==> src/rtl/irq_controller_banked.sv <==
// Banked interrupt controller: NUM_SRC active-low sources in banks of 8, level/edge modes, W1C pending, priority vector.
// Edge pin-to-irq SYNC_STAGES+2 clk, level SYNC_STAGES+1 clk; bus reads are combinational and never stall.
module irq_controller_banked #(
  parameter int NUM_SRC     = 16,
  parameter int SYNC_STAGES = 2,
  parameter int ADDR_W      = 5
) (
  input  logic                clk,
  input  logic                reset,
  input  logic                phi2,
  input  logic                cs_n,
  input  logic                write_enable,
  input  logic [ADDR_W-1:0]   address,
  input  logic [7:0]          data_in,
  output logic [7:0]          data_out,
  input  logic [NUM_SRC-1:0]  irq_sources_n,
  output logic                irq_out_n
);

  localparam int BANK_W = ADDR_W - 3;
  localparam int NB_MAX = 1 << BANK_W;

  logic [NUM_SRC-1:0] sync_q [SYNC_STAGES];
  logic [NUM_SRC-1:0] act, act_q, edge_det;
  logic [NUM_SRC-1:0] enable_q, mode_q, pend_q;
  logic [NUM_SRC-1:0] enable_d, mode_d, pend_d, clr;
  logic [NUM_SRC-1:0] pend_eff, pe;
  logic               phi2_q, wr_stb;
  logic [BANK_W-1:0]  bank;
  logic [2:0]         reg_idx;
  logic [7:0]         stat_b [NB_MAX];
  logic [7:0]         en_b   [NB_MAX];
  logic [7:0]         mode_b [NB_MAX];
  logic [7:0]         raw_b  [NB_MAX];
  logic [7:0]         vector;

  assign bank     = address[ADDR_W-1:3];
  assign reg_idx  = address[2:0];
  assign wr_stb   = phi2_q & ~phi2 & ~cs_n & write_enable;
  assign act      = ~sync_q[SYNC_STAGES-1];
  assign edge_det = act & ~act_q;
  // Level bits track the synchronised input directly; only edge bits are latched.
  assign pend_eff = (mode_q & pend_q) | (~mode_q & act);
  assign pe       = pend_eff & enable_q;

  always_ff @(posedge clk or posedge reset) begin
    if (reset) begin
      for (int s = 0; s < SYNC_STAGES; s++) sync_q[s] <= '1;
      act_q     <= '0;
      enable_q  <= '0;
      mode_q    <= '0;
      pend_q    <= '0;
      phi2_q    <= 1'b0;
      irq_out_n <= 1'b1;
    end else begin
      sync_q[0] <= irq_sources_n;
      for (int s = 1; s < SYNC_STAGES; s++) sync_q[s] <= sync_q[s-1];
      act_q     <= act;
      enable_q  <= enable_d;
      mode_q    <= mode_d;
      pend_q    <= pend_d;
      phi2_q    <= phi2;
      irq_out_n <= ~|pe;
    end
  end

  always_comb begin
    enable_d = enable_q;
    mode_d   = mode_q;
    clr      = '0;
    for (int i = 0; i < NUM_SRC; i++) begin
      if (wr_stb && int'(bank) == i / 8) begin
        case (reg_idx)
          3'd0:    clr[i]      = data_in[i % 8];
          3'd1:    enable_d[i] = data_in[i % 8];
          3'd2:    mode_d[i]   = data_in[i % 8];
          default: ;
        endcase
      end
    end
    // A new edge outranks a same-cycle W1C; a mode change always clears.
    pend_d = ((pend_q & ~clr) | (edge_det & mode_q)) & ~(mode_q ^ mode_d);
  end

  always_comb begin
    for (int b = 0; b < NB_MAX; b++) begin
      stat_b[b] = '0;
      en_b[b]   = '0;
      mode_b[b] = '0;
      raw_b[b]  = '0;
    end
    for (int i = 0; i < NUM_SRC; i++) begin
      stat_b[i / 8][i % 8] = pe[i];
      en_b[i / 8][i % 8]   = enable_q[i];
      mode_b[i / 8][i % 8] = mode_q[i];
      raw_b[i / 8][i % 8]  = act[i];
    end
    vector = 8'h00;
    for (int i = NUM_SRC - 1; i >= 0; i--) begin
      if (pe[i]) vector = 8'h80 | 8'(i);
    end
  end

  always_comb begin
    data_out = 8'h00;
    if (!cs_n) begin
      case (reg_idx)
        3'd0:    data_out = stat_b[bank];
        3'd1:    data_out = en_b[bank];
        3'd2:    data_out = mode_b[bank];
        3'd3:    data_out = raw_b[bank];
        3'd4:    data_out = vector;
        default: data_out = 8'h00;
      endcase
    end
  end

endmodule
==> config.mk <==
export PLATFORM = sky130hd
export DESIGN_NAME = irq_controller_banked
export DESIGN_NICKNAME = d
export VERILOG_FILES = /design/src/rtl/irq_controller_banked.sv
export SDC_FILE = /design/constraint.sdc
export NUM_CORES = 1
export LEC_CHECK = 0
export CAP_MARGIN = 20
export CORE_MARGIN = 1.5
export CORE_UTILIZATION = 40
export DETAILED_ROUTE_END_ITERATION = 10
export PLACE_DENSITY = 0.63
export REMOVE_ABC_BUFFERS = 1
export SETUP_SLACK_MARGIN = 0.5
export SYNTH_ARGS = -nofsm -noshare
export SYNTH_HDL_FRONTEND = slang
export SYNTH_SLANG_ARGS = --single-unit
==> constraint.sdc <==
create_clock -name clk -period 3.85 [get_ports clk]
set_input_delay 0.9625 -clock clk [delete_from_list [all_inputs] [get_ports clk]]
set_output_delay 0.9625 -clock clk [all_outputs]
set_load 0.1 [all_outputs]
==> metrics.md <==
| Metric | Value |
|---|---|
| Initial Util | `0.416` |
| Clock Power Share | `0.378` |
| Iteration count of the initial detailed-routing pass | `4` |
| Placed cell areas | `5450 µm²` |
| Area growth, synth to finish | `29.8%` |
| CTS clk-pin slew, worst paths | `0.06 ns` |
| Synth Flop Type | `dfrtp_1` |
| Overall routing resource usage | `0.198` |
| Ant diodes | `0` |
| Global-route wire length before repair | `approximately 18000 µm` |
| Chip Width | `110 µm` |
| Slew @ Worst Pin | `0.652 ns` |
| Switching fraction of total power | `0.256` |
| Post-synth top area share | `0.354` |
| CP endpoint kind | `output pin` |
| Outcome | `finished clean` |
| Max cap viols | `0` |
| Row Count | `38` |
| Place WS | `-0.0990 ns` |
| Setup Viol. Count Final | `0` |
| WP data required | `2.89 ns` |
| Comb pwr share | `0.138` |
| Die Height | `110 µm` |
| Seq/Total Area, Yosys | `0.543` |
| IO buf count | `42` |
| Leak | `0.00258 µW` |
| Clock Skews | `between 0.006 and 0.007 ns` |
| RSZ-0062 raised after global routing | `true` |
| Vias in the first global route | `3466` |
| Placer Congestion | `0.919` |
| Yosys reg bits | `98` |
| Overflow after GRT | `0` |
| DRC Markers | `0` |
| Fin util | `0.540` |
| Boundary pin count | `43` |
| Post-Syn Area | `4590 µm²` |
| YS warnings | `0` |
| Mapped Cells | `421` |
| Synth cell types | `46` |
| Final WS setup | `roughly 0.48 ns` |
| VDD IR max | `0.396 mV` |
| Detail Route Antenna Nets | `0` |
| Post-synth EDFFs | `0` |
| Hpwl dp | `7890 µm` |
| Clock buffer depth | `2` |
| WL final | `11100 µm` |
| H-tree Lvls | `3` |
| Inserted Clock Buffers | `9` |
| Core box area | `11000 µm²` |
| HP Class | `register to register` |
| Async SR Flop Fraction | `1.00` |
| Root Buffer | `clkbuf_16` |
| Post-synth top area cell | `dfrtp_1` |
| CTS tree | `done` |
| Net Sw Power | `630 µW` |
| Crit path arrival time | `2.41 ns` |
| Setup crit start kind | `input port` |
| Dominant cells by area after synthesis | `dfrtp_1 (35%), dfstp_2 (19%), mux2_1 (5.9%), nand2b_1 (3.4%), o21ai_0 (3.1%)` |
| First-iteration detailed-routing DRC count | `140` |
| Vias after detailed routing | `3639` |
| Worst Path Max Fanout | `6` |
| Average wire per standard cell | `approximately 17 µm` |
| Via density | `~5.7` |
| Sink Count | `98` |
| Setup TNS | `0 ns` |
| Register share of total power | `0.484` |
| Fin crit period | `3.37 ns` |
| Fin. Hold Viols | `0` |
| Cell-internal power | `1830 µW` |
| Slew headroom | `0.565` |
| F_max | `0.297 GHz` |
| Layout cells sized above 1 | `0.286` |
| Hold bufs inserted after CTS | `0` |
| Worst-Skew Late Latency | `roughly 0.35 ns` |
| Largest net degree at the start of global routing | `54` |
| Final net count | `532` |
| Worst hold slack | `0.355 ns` |
| Setup CP Type | `input port to output pin` |
| PD cells | `about 410 nW/µm²` |
| Avg Cell Area, Syn | `10.9 µm²` |
| Initial antenna violation count | `0` |
| Die area | `12100 µm²` |
| Fin area | `5960 µm²` |
| Fin. max-slew vios | `0` |
| Final period util | `0.876` |
==> flip-flops by register name, indices dropped and copies added (netlist names) <==
register / cells
act_q: 16
enable_q: 16
irq_out_n: 1
mode_q: 16
pend_q: 16
phi2_q: 1
sync_q: 32
==> cells in the final DEF (no fill, tap or decap), types with 3 or more instances in the layout <==
master	n
buf_6	10
inv_1	30
o32ai_1	16
o21a_1	3
nor3_1	18
o22ai_2	9
buf_4	31
o211ai_1	16
nand3_1	5
mux2i_1	7
buf_12	10
dfrtp_1	65
a21oi_1	25
o21ai_0	24
nand2b_1	24
mux2_1	24
nand4_1	5
inv_2	5
mux2_2	9
dfstp_2	33
o21ai_1	6
clkbuf_16	9
o22ai_1	9
nand2_1	16
clkdlybuf4s50_1	28
nor2_1	13
==> repair_timing <==
item / 4_1_cts / 5_1_grt
setup buffers: 4 / 4
endpoints found under the hold margin: 0 / 0
resized for setup: 51 / 10
setup endpoints to repair: 8 / 5
pin swaps: 9 / 11
==> final cells by class <==
| class | count | area, µm² |
|---|---|---|
| multi-input cells | 270 | 1960 |
| flip-flops and latches | 98 | 2490 |
| inverters | 36 | 138 |
| well taps | 140 | 175 |
| clock buffers | 11 | 253 |
| repair buffers | 83 | 876 |
| fillers | 964 | 5070 |
| clock inverters | 5 | 60.1 |
==> synth_stat cells, types with 2 or more instances <==
cell and number:
mux2i_1 8, nor4_1 2, nor2b_1 3, nand2_1 16, inv_1 31, or3_1 3
o221ai_1 3, a22oi_1 3, nand3_1 6, a32oi_1 2, nor2_1 15, o2111ai_1 2
a2111oi_0 2, clkbuf_1 6, mux2_2 9, o21ai_0 28, a21oi_1 26, nor3_1 18
nand2b_1 25, o22ai_1 10, o22ai_2 8, dfstp_2 33, mux2_1 24, dfrtp_1 65
o211ai_1 16, o21ai_1 2, inv_2 5, nand4_1 5, o21a_1 3, buf_2 10
o32ai_1 16, o211ai_2 2
==> routing by layer <==
metal | vias to the layer above | global-route usage | part of all wire
li1 | 1708 | - | -
met1 | 1840 | 0.255 | 0.45
met2 | 71 | 0.325 | 0.49
met3 | 20 | 0.0447 | 0.038
met4 | 0 | 0.0751 | 0.022
met5 | - | 0 | 0
==> power by group through the flow <==
stage	sequential, µW	combinational [µW]	clock [µW]
2_1_floorplan	1220	166	0
3_3_place_gp	1200	312	0
3_5_place_dp	1210	320	0
4_1_cts	1190	335	960
5_1_grt	1200	373	992
6_report	1190	339	931
==> metrics by stage <==
stage          instances  power [µW]
6_report             643        2460
5_1_grt              643        2570
4_1_cts              639        2490
3_5_place_dp         619        1530
3_3_place_gp         619        1520
2_1_floorplan        404        1380
==> critical path, stage by stage <==
cell	delay (ns)
buf_8	0.10
or3_4	0.42
o22ai_2	0.19
o21ai_1	0.09
o21a_1	0.17
o22ai_1	0.15
buf_4	0.15
buf_12	0.16
==> kinds of logic (layout without fill, tap and decap cells) <==
| logic type | Yosys count | after routing | synth area share |
|---|---|---|---|
| flops | 98 | 98 | 0.543 |
| mux | 41 | 41 | 0.0984 |
| simple gates | 99 | 99 | 0.113 |
| compound gates | 130 | 130 | 0.199 |
| buf+inv | 53 | 135 | 0.0469 |
==> path summary, 6_finish.rpt <==
path	cells after the start	start	slack [ns]	endpoint
hold reg to reg	0	sync_q[24]	0.36	sync_q[8]
hold / removal	0	sync_q[24]	0.36	sync_q[8]
setup reg to reg	7	phi2_q	2.05	pend_q[9]
max in group asynchronous	3	reset	2.10	sync_q[17]
setup / recovery	8	address[2]	0.48	data_out[0]
min in group asynchronous	2	reset	1.03	pend_q[14]
(Power assumes the default switching activity.)
